## src/rtl/core_pkg.sv

```systemverilog
// Shared RV32I decode constants: one-hot op indices and major opcodes.
package core_pkg;
  localparam int NOPS = 37;

  localparam int OP_ADD   = 0,  OP_SUB   = 1,  OP_XOR   = 2,  OP_OR    = 3,  OP_AND  = 4;
  localparam int OP_SLL   = 5,  OP_SRL   = 6,  OP_SRA   = 7,  OP_SLT   = 8,  OP_SLTU = 9;
  localparam int OP_ADDI  = 10, OP_XORI  = 11, OP_ORI   = 12, OP_ANDI  = 13, OP_SLLI = 14;
  localparam int OP_SRLI  = 15, OP_SRAI  = 16, OP_SLTI  = 17, OP_SLTIU = 18;
  localparam int OP_LB    = 19, OP_LH    = 20, OP_LW    = 21, OP_LBU   = 22, OP_LHU  = 23;
  localparam int OP_SB    = 24, OP_SH    = 25, OP_SW    = 26;
  localparam int OP_BEQ   = 27, OP_BNE   = 28, OP_BLT   = 29, OP_BGE   = 30;
  localparam int OP_BLTU  = 31, OP_BGEU  = 32;
  localparam int OP_JAL   = 33, OP_JALR  = 34, OP_LUI   = 35, OP_AUIPC = 36;

  localparam logic [6:0] OPC_OP     = 7'b0110011;
  localparam logic [6:0] OPC_OPIMM  = 7'b0010011;
  localparam logic [6:0] OPC_LOAD   = 7'b0000011;
  localparam logic [6:0] OPC_STORE  = 7'b0100011;
  localparam logic [6:0] OPC_BRANCH = 7'b1100011;
  localparam logic [6:0] OPC_JAL    = 7'b1101111;
  localparam logic [6:0] OPC_JALR   = 7'b1100111;
  localparam logic [6:0] OPC_LUI    = 7'b0110111;
  localparam logic [6:0] OPC_AUIPC  = 7'b0010111;
endpackage

```

## src/rtl/imm_gen.sv

```systemverilog
// Combinational RV32I immediate extraction, sign-extended to 32 bits.
module imm_gen
  import core_pkg::*;
(
  input  logic [31:0] instr,
  output logic [31:0] imm
);
  logic [6:0] opcode;
  logic [2:0] f3;

  assign opcode = instr[6:0];
  assign f3     = instr[14:12];

  always_comb begin
    imm = '0;
    case (opcode)
      // shift immediates expose only shamt so srai does not leak funct7
      OPC_OPIMM:
        if (f3 == 3'd1 || f3 == 3'd5) imm = {27'b0, instr[24:20]};
        else                          imm = {{20{instr[31]}}, instr[31:20]};
      OPC_LOAD, OPC_JALR: imm = {{20{instr[31]}}, instr[31:20]};
      OPC_STORE:  imm = {{20{instr[31]}}, instr[31:25], instr[11:7]};
      OPC_BRANCH: imm = {{19{instr[31]}}, instr[31], instr[7], instr[30:25], instr[11:8], 1'b0};
      OPC_LUI, OPC_AUIPC: imm = {instr[31:12], 12'b0};
      OPC_JAL:    imm = {{11{instr[31]}}, instr[31], instr[19:12], instr[20], instr[30:21], 1'b0};
      default:    imm = '0;
    endcase
  end
endmodule

```

## src/rtl/id_stage.sv

```systemverilog
// RV32I decode stage: one-hot decode, operand select with writeback bypass, ID/EX register.
module id_stage
  import core_pkg::*;
#(
  parameter int XLEN = 32,
  parameter int NOPS = core_pkg::NOPS
) (
  input  logic            clk,
  input  logic            rst_n,
  input  logic            in_valid,
  output logic            in_ready,
  input  logic [31:0]     in_instr,
  input  logic [XLEN-1:0] in_pc,
  output logic [4:0]      rs1_addr,
  output logic [4:0]      rs2_addr,
  input  logic [XLEN-1:0] rs1_data,
  input  logic [XLEN-1:0] rs2_data,
  input  logic            wb_en,
  input  logic [4:0]      wb_rd,
  input  logic [XLEN-1:0] wb_data,
  input  logic            flush,
  output logic            out_valid,
  input  logic            out_ready,
  output logic [XLEN-1:0] v1,
  output logic [XLEN-1:0] v2,
  output logic [NOPS-1:0] instructions,
  output logic [4:0]      rd,
  output logic [XLEN-1:0] rs2_val,
  output logic [XLEN-1:0] imm,
  output logic [XLEN-1:0] pc,
  output logic            illegal
);
  logic [6:0]      opcode, f7;
  logic [2:0]      f3;
  logic [NOPS-1:0] ops;
  logic [31:0]     imm_raw;
  logic [XLEN-1:0] imm_n, rs1_v, rs2_v, v1_n, v2_n;
  logic [4:0]      rd_n;
  logic            use_rs2, no_rd, xfer;

  assign opcode   = in_instr[6:0];
  assign f3       = in_instr[14:12];
  assign f7       = in_instr[31:25];
  assign rs1_addr = in_instr[19:15];
  assign rs2_addr = in_instr[24:20];

  imm_gen u_imm (.instr(in_instr), .imm(imm_raw));
  assign imm_n = XLEN'(signed'(imm_raw));

  always_comb begin
    ops = '0;
    case (opcode)
      OPC_OP:
        if (f7 == 7'h00) begin
          case (f3)
            3'd0: ops[OP_ADD]  = 1'b1;
            3'd1: ops[OP_SLL]  = 1'b1;
            3'd2: ops[OP_SLT]  = 1'b1;
            3'd3: ops[OP_SLTU] = 1'b1;
            3'd4: ops[OP_XOR]  = 1'b1;
            3'd5: ops[OP_SRL]  = 1'b1;
            3'd6: ops[OP_OR]   = 1'b1;
            default: ops[OP_AND] = 1'b1;
          endcase
        end else if (f7 == 7'h20) begin
          if (f3 == 3'd0) ops[OP_SUB] = 1'b1;
          if (f3 == 3'd5) ops[OP_SRA] = 1'b1;
        end
      OPC_OPIMM:
        case (f3)
          3'd0: ops[OP_ADDI]  = 1'b1;
          3'd2: ops[OP_SLTI]  = 1'b1;
          3'd3: ops[OP_SLTIU] = 1'b1;
          3'd4: ops[OP_XORI]  = 1'b1;
          3'd6: ops[OP_ORI]   = 1'b1;
          3'd7: ops[OP_ANDI]  = 1'b1;
          3'd1: ops[OP_SLLI]  = (f7 == 7'h00);
          default: begin
            ops[OP_SRLI] = (f7 == 7'h00);
            ops[OP_SRAI] = (f7 == 7'h20);
          end
        endcase
      OPC_LOAD:
        case (f3)
          3'd0: ops[OP_LB]  = 1'b1;
          3'd1: ops[OP_LH]  = 1'b1;
          3'd2: ops[OP_LW]  = 1'b1;
          3'd4: ops[OP_LBU] = 1'b1;
          3'd5: ops[OP_LHU] = 1'b1;
          default: ;
        endcase
      OPC_STORE:
        case (f3)
          3'd0: ops[OP_SB] = 1'b1;
          3'd1: ops[OP_SH] = 1'b1;
          3'd2: ops[OP_SW] = 1'b1;
          default: ;
        endcase
      OPC_BRANCH:
        case (f3)
          3'd0: ops[OP_BEQ]  = 1'b1;
          3'd1: ops[OP_BNE]  = 1'b1;
          3'd4: ops[OP_BLT]  = 1'b1;
          3'd5: ops[OP_BGE]  = 1'b1;
          3'd6: ops[OP_BLTU] = 1'b1;
          3'd7: ops[OP_BGEU] = 1'b1;
          default: ;
        endcase
      OPC_JAL:   ops[OP_JAL]   = 1'b1;
      OPC_JALR:  ops[OP_JALR]  = (f3 == 3'd0);
      OPC_LUI:   ops[OP_LUI]   = 1'b1;
      OPC_AUIPC: ops[OP_AUIPC] = 1'b1;
      default: ;
    endcase
  end

  // x0 wins over both the regfile and the bypass
  assign rs1_v = (rs1_addr == 5'd0) ? '0 :
                 (wb_en && wb_rd == rs1_addr) ? wb_data : rs1_data;
  assign rs2_v = (rs2_addr == 5'd0) ? '0 :
                 (wb_en && wb_rd == rs2_addr) ? wb_data : rs2_data;

  assign use_rs2 = (|ops[OP_SLTU:OP_ADD]) || (|ops[OP_BGEU:OP_BEQ]);
  assign no_rd   = (|ops[OP_SW:OP_SB]) || (|ops[OP_BGEU:OP_BEQ]);
  assign v1_n    = ops[OP_LUI] ? '0 : (ops[OP_AUIPC] || ops[OP_JAL]) ? in_pc : rs1_v;
  assign v2_n    = use_rs2 ? rs2_v : imm_n;
  assign rd_n    = no_rd ? 5'd0 : in_instr[11:7];

  assign in_ready = !out_valid || out_ready;
  assign xfer     = in_valid && in_ready;

  always_ff @(posedge clk or negedge rst_n) begin
    if (!rst_n) begin
      out_valid    <= 1'b0;
      v1           <= '0;
      v2           <= '0;
      instructions <= '0;
      rd           <= '0;
      rs2_val      <= '0;
      imm          <= '0;
      pc           <= '0;
      illegal      <= 1'b0;
    end else if (flush) begin
      out_valid <= 1'b0;
    end else if (xfer) begin
      out_valid    <= 1'b1;
      v1           <= v1_n;
      v2           <= v2_n;
      instructions <= ops;
      rd           <= rd_n;
      rs2_val      <= rs2_v;
      imm          <= imm_n;
      pc           <= in_pc;
      illegal      <= ~|ops;
    end else if (out_ready) begin
      out_valid <= 1'b0;
    end
  end
endmodule

```

## config.mk

```make
export PLATFORM = sky130hd
export DESIGN_NAME = id_stage
export DESIGN_NICKNAME = d
export VERILOG_FILES = /design/src/rtl/core_pkg.sv /design/src/rtl/imm_gen.sv /design/src/rtl/id_stage.sv
export SDC_FILE = /design/constraint.sdc
export NUM_CORES = 1
export LEC_CHECK = 0
export ABC_AREA = 1
export CAP_MARGIN = 5
export CORE_MARGIN = 5
export CORE_UTILIZATION = 47
export CTS_CLUSTER_SIZE = 40
export DETAILED_ROUTE_END_ITERATION = 10
export HOLD_SLACK_MARGIN = 0.02
export PLACE_DENSITY = 0.84
export SLEW_MARGIN = 15
export SYNTH_ARGS = -nofsm -noshare
export SYNTH_HDL_FRONTEND = slang
export SYNTH_HIERARCHICAL = 1
export SYNTH_SLANG_ARGS = --single-unit
```

## constraint.sdc

```tcl
create_clock -name clk -period 1.9 [get_ports clk]
set_input_delay 0.19 -clock clk [delete_from_list [all_inputs] [get_ports clk]]
set_output_delay 0.19 -clock clk [all_outputs]
set_load 0.05 [all_outputs]
```

==> results by group, run 1 <==
Synthesis
  – Dominant cell type by area after synthesis: dfrtp_1
  – Synthesized area: 11600 µm²
  – Post-Syn Instances: 1693
  – Post-synthesis average cell area: 6.83 µm²
  – Number of synthesized flops with an enable pin: 0
  – Syn_nets: 1864
  – YS warnings: 6
  – Post-synth cell types: 38
  – Largest cells by area after synthesis: dfrtp_1, nand2_1, nand3_1, inv_1, nand4_1
  – Top-area cell type share of the netlist area: 44.1%
  – Synth Flop Type: dfrtp_1
  – Post-synth ARST share: 100%
  – Synthesized flop and latch total: 204
  – Post-synthesis sequential area ratio: around 44%

STA
  – Worst slew margin: 61.3%
  – Fmax: 526 MHz
  – Fin crit period: around 1.9 ns
  – Final critical-path setup slack: roughly 0.00043 ns
  – Clock skew: 0.0153 ns
  – Final TNS setup: 0 ns
  – Fin crit share: between 90% and 100%
  – Final hold vios: 0
  – Max Slew Vio Count: 0
  – Final setup vio count: 0
  – Worst-margin pin slew: just under 0.6 ns

Routing
  – Drt wl/cell: 19.2 µm
  – Initial DRC count: around 1400
  – Via count: 13364
  – Number of detailed-routing iterations run before antenna repair: 7
  – Residual DRC: 0
  – Vias per inst: 5.36
  – Final antenna-violating net count: 0
  – Drt total wl: 47.8 mm

Die
  – Die Wd: 167 µm
  – Core area: 24200 µm²
  – DIE AREA: 27900 µm²
  – Ports: 386
  – Rows: 57
  – Starting Density: 47.7%
  – Die Y: around 170 µm

Worst setup path
  – Kind of critical path: reg2out
  – Worst path bufs/invs: 1
  – Startpoint type of the worst setup path: flop
  – Worst reg2reg setup slack: 0.16 ns
  – Crit path cell chain: clkdlybuf4s50_1
  – Max incr delay on CP: 0.82 ns
  – FF-to-FF path depth: 8
  – Crit path max fanout: 2
  – Cell family with most CP delay: buffers and inverters
  – Worst path depth: 1
  – CP Capture Type: output pin
  – Slowest CP cell: clkdlybuf4s50_1
  – CP required: 1.71 ns
  – Critical Path AT: between 1.5 and 2 ns

Pwr
  – Leak: 10.5 nW
  – Cell internal pwr: 0.00927 W
  – Comb pwr share: 29.3%
  – Power Total: 0.0142 W
  – Net Switching: 0.00494 W
  – VDD IR-drop max: 690 µV
  – Clock power frac: about 36%
  – PD cells: ~800 nW/µm²
  – Switching share of power: 34.8%
  – Register share of total power: 35.0%

Global routing
  – Vias in the first global route: 13336
  – Maximum number of pins on one net before global-route repair: 64
  – Tot GR Track Use: 32.7%
  – Initial antenna violation count: 0
  – Residual overflow from global routing: 0
  – Global-route wire length before repair: 73.3 mm

Clocking
  – Deepest clock path buffer count: 3
  – Later-pin clock latency in the skew report: 0.53 ns
  – Cts bufs inserted: 24
  – Post-CTS Setup Inserts: 0
  – Root buf cell: clkbuf_16
  – CTS H-tree lvls: 1
  – Worst-path clk slew: 0.06 ns
  – CTS Sinks: approximately 200
  – CTS tree: done

Cells and area
  – ANT cells: 0
  – Final #Nets: 2321
  – Commonest cells after routing, fill and taps aside: nand2_1, clkdlybuf4s50_1, dfrtp_1
  – Share of cells above drive strength 1: 12.6%
  – Syn-to-layout area delta: 53.0%
  – Fin cells: 2492
  – Most common cell after layout, fill and taps aside: nand2_1

Placement
  – Post-place setup slack: -0.386 ns
  – HPWL Detailed: 36.4 mm
  – Placed insts: 2447
  – Port Buffers: 385
  – GPL Wtd Cong: 1.02

Worst hold path
  – Worst Hold Class: in2async

Outcome
  – Status: completed

Flow run
  – Max-cap violations: 0
-- cells by family after synthesis --
logic type	synth area share (%)
AO/OA/AOI/OAI	4.78
buffers and inverters	10.6
flip-flops	44.1
AND/OR/NAND/NOR	40.5
-- power groups by stage --
stage	clock (W)	sequential (W)	combinational [W]
after global routing	0.00532	0.00502	0.00438
final	0.00507	0.00498	0.00416
after CTS	0.00511	0.00498	0.00416
after detailed placement	0	0.00505	0.00426
after global placement	0	0.00504	0.00420
after floorplan	0	0.00642	0.000921
-- synth_stat cells (all sizes together) (5+ instances only) --
cell	n
nand2	743
dfrtp	204
inv	185
nand3	153
nor2	124
o21ai	86
buf	67
nand4	67
clkbuf	35
a21oi	13
nor3	5
-- cell type report --
type                       instances  area (µm²)
multi-input combinational       1201        5270
tap                              324         405
clock buffer                      32         671
inverter                         186         698
fill                            1918        6550
clock inverter                    12         205
sequential                       204        5110
timing repair buffer             533        5340
-- metrics by stage --
stage | utilization (%) | hold slack (ns) | area (µm²)
floorplan | - | -0.106 | 11600
global placement | 69.2 | 0.160 | 16800
detailed placement | 69.2 | 0.166 | 16800
CTS | 72.4 | 0.188 | 17600
global route | 73.0 | 0.238 | 17700
finish | 73.0 | 0.187 | 17700
-- state kept, by name, summed over array words and instances, names as in the netlist --
register / cells
out_valid: 1
v2: 32
imm: 32
v1: 32
illegal: 1
instructions: 37
rd: 5
rs2_val: 32
pc: 32
-- timing repair --
action | CTS | global route
endpoints found under the hold margin | 91 | 0
gates resized for setup | 84 | 57
hold buffers | 1 | 0
setup endpoints to repair | 84 | 60
-- path summary, 6_finish.rpt --
| path | from | to |
|---|---|---|
| worst max-delay path | instructions[22]$_DFFE_PN0P_ | instructions[22] |
| worst max register to register | out_valid$_DFFE_PN0P_ | instructions[11]$_DFFE_PN0P_ |
| worst min register to register | pc[10]$_DFFE_PN0P_ | pc[10]$_DFFE_PN0P_ |
| worst min-delay path | rst_n | instructions[23]$_DFFE_PN0P_ |
| min in group clk | in_pc[5] | pc[5]$_DFFE_PN0P_ |
| max in group asynchronous | rst_n | rs2_val[21]$_DFFE_PN0P_ |
-- routing by layer --
metal,up-vias,track usage (%),share of wire [%]
met3,175,5.55,8.7
li1,6167,-,-
met4,0,14.7,5.7
met1,6266,41.9,39
met5,-,0,0
met2,756,54.6,47
(Power assumes the default switching activity.)
==> run 2: changes to the inputs <==
--- a/config.mk
+++ b/config.mk
@@ -6,7 +6,6 @@
 export NUM_CORES = 1
 export LEC_CHECK = 0
 export ABC_AREA = 1
-export CAP_MARGIN = 5
 export CORE_MARGIN = 5
 export CORE_UTILIZATION = 47
 export CTS_CLUSTER_SIZE = 40
==> results of run 2 <==
Final layout, timing and power as in run 1 (identical DEF).
==> run 3: changes to the inputs <==
==> constraint.sdc (replaced) <==
create_clock -name clk -period 1.82 [get_ports clk]
set_input_delay 0.182 -clock clk [delete_from_list [all_inputs] [get_ports clk]]
set_output_delay 0.182 -clock clk [all_outputs]
set_load 0.05 [all_outputs]
==> run 3 against run 2 <==
Net effect:
- register-to-register slack worse by 0.05 ns
- clock-buffer cell count shrank 2
- combinational power rose by 1%
- largest power group is now registers
- flip-flop and latch count is the same
- core utilization down 1.1 points
- non-clock buffer count rose by 4
- cell count about the same
- critical path depth rose by 10
- critical path type is now in2reg
- clock skew fell by 0.0031 ns
- wire length fell by 0.78%
==> results by group, run 3 (same netlist as run 1, synthesis figures left out) <==
Outcome
  – Status: completed

Clocking
  – CTS Sinks: 204
  – Deepest clock path buffer count: 3
  – Worst-path clk slew: 0.06 ns
  – Cts bufs inserted: 23
  – CTS tree: done
  – Post-CTS Setup Inserts: 0
  – CTS H-tree lvls: 1
  – Root buf cell: clkbuf_16
  – Later-pin clock latency in the skew report: 0.53 ns

Routing
  – Via count: 13311
  – Number of detailed-routing iterations run before antenna repair: 9
  – Final antenna-violating net count: 0
  – Residual DRC: 0
  – Vias per inst: 5.34
  – Drt wl/cell: roughly 19 µm
  – Drt total wl: 47.4 mm
  – Initial DRC count: around 1400

Worst setup path
  – CP Capture Type: flop
  – Worst r2r dst: instructions[2]$_DFFE_PN0P_
  – FF-to-FF path depth: 8
  – Kind of critical path: in2reg
  – Worst reg2reg setup slack: between 0.1 and 0.15 ns
  – Most used cell, CP: nand2_1
  – Crit path cell chain: clkdlybuf4s50_1 -> inv_2 -> nand2_1 -> nand2_1 -> nor2_2 -> buf_4 -> nand4_1 -> nand3_1 -> nor2_1 -> nand2_1 -> nand3_1
  – Critical Path AT: 2.15 ns
  – Startpoint type of the worst setup path: input pin
  – Crit path max fanout: 32
  – Reg2reg start: out_valid$_DFFE_PN0P_
  – Max incr delay on CP: 0.58 ns
  – CP required: 2.22 ns
  – Slowest CP cell: clkdlybuf4s50_1

STA
  – Final setup vio count: 0
  – Fin crit period: approximately 1.7 ns
  – Worst-margin pin slew: 0.564 ns
  – Worst slew margin: a little over three fifths
  – Max Slew Vio Count: 0
  – Final critical-path setup slack: 0.0755 ns
  – Fin crit share: 95.9%
  – Fmax: 573 MHz
  – Final hold vios: 0
  – Clock skew: 0.0122 ns

Cells and area
  – Share of cells above drive strength 1: 13.2%
  – Most flop-heavy register: instructions
  – Commonest cells after routing, fill and taps aside: nand2_1, dfrtp_1, dlygate4sd2_1
  – Fin cells: 2493
  – Max FFs per register: 37
  – Final #Nets: 2324
  – Most common cell after layout, fill and taps aside: nand2_1
  – Syn-to-layout area delta: 50.6%

Placement
  – Placed insts: 2451
  – Port Buffers: 385
  – GPL Wtd Cong: 1.04
  – Post-place setup slack: -0.465 ns
  – HPWL Detailed: 36.6 mm

Pwr
  – PD cells: 829 nW/µm²
  – Leak: 10.0 nW
  – Power Total: 0.0144 W
  – VDD IR-drop max: 851 µV

Global routing
  – Initial antenna violation count: 1
  – Global-route wire length before repair: 73.1 mm
  – Residual overflow from global routing: 0
  – Maximum number of pins on one net before global-route repair: 50
  – Vias in the first global route: 13140
  – Tot GR Track Use: 32.7%

Die
  – DIE AREA: 27900 µm²
  – Die Y: between 150 and 200 µm
  – Core area: roughly 24000 µm²
  – Die Wd: 167 µm
  – Ports: between 300 and 400
  – Starting Density: 47.7%
  – Rows: between 50 and 60

Worst hold path
  – Worst Hold Class: in2async

Flow run
  – Max-cap violations: 0
-- run 3: changes by cell type in the layout (fill, tap and decap cells not counted), moves of 2 or more --
cell,before,now
buf_12,31,34
clkinv_2,3,1
dlygate4sd2_1,84,182
dlymetal6s2s_1,56,0
buf_4,138,148
inv_6,0,2
clkdlybuf4s50_1,221,169
-- run 3: area by class of cell --
cell class	count	area, µm²
clock inverter	10	166
clock buffer	30	642
sequential	204	5110
fill	1997	6830
timing repair buffer	537	5120
tap	324	405
inverter	186	698
multi-input combinational	1201	5280
antenna	1	2.50
-- run 3: critical path, delay by kind of cell --
family                 cells  cell delay (ns)
buffers and inverters      3             0.99
and+or+nand+nor            8             0.95
-- run 3: where the power goes --
part / internal, W / switching [W]
logic: 0.00130 / 0.00291
registers: 0.00495 / 0.000245
clock network: 0.00306 / 0.00199
-- run 3: metrics by stage --
stage               instance area, µm²  util, %  setup TNS (ns)  hold slack [ns]
global route                     17400     71.8      -0.0000830            0.211
floorplan                        11600        -          -0.129           -0.114
CTS                              17400     71.8               0            0.181
detailed placement               16800     69.3          -34.60            0.171
finish                           17400     71.8               0            0.179
global placement                 16800     69.3          -25.68            0.165
-- run 3: routing by layer --
metal / GRT usage [%] / part of all wire [%]
met2: 54.7 / 48
met4: 13.9 / 5.1
met3: 6.92 / 9.2
met5: 0 / 0
met1: 41.0 / 38
-- run 3: timing repair --
item | in CTS | in global routing
hold buffers | 1 | 0
endpoints found under the setup margin | 182 | 10
gates cloned | 0 | 0
hold endpoints to repair | 101 | 0
resized for setup | 182 | 3
-- run 3: how the worst max path moves through the flow --
| stage | start | endpoint | slack, ns | cells after the start |
|---|---|---|---|---|
| 5_1_grt | in_instr[24] | v2[24]$_DFFE_PN0P_ | -0.00008 | 12 |
| 4_1_cts | in_instr[24] | v2[27]$_DFFE_PN0P_ | 0.07 | 11 |
| 6_report | wb_rd[1] | v2[27]$_DFFE_PN0P_ | 0.08 | 11 |
| 3_5_place_dp | in_instr[24] | v2[27]$_DFFE_PN0P_ | -0.46 | 11 |
| 3_3_place_gp | in_instr[21] | v2[23]$_DFFE_PN0P_ | -0.36 | 11 |
| 2_1_floorplan | out_valid$_DFFE_PN0P_ | v1[22]$_DFFE_PN0P_ | -0.005 | 8 |
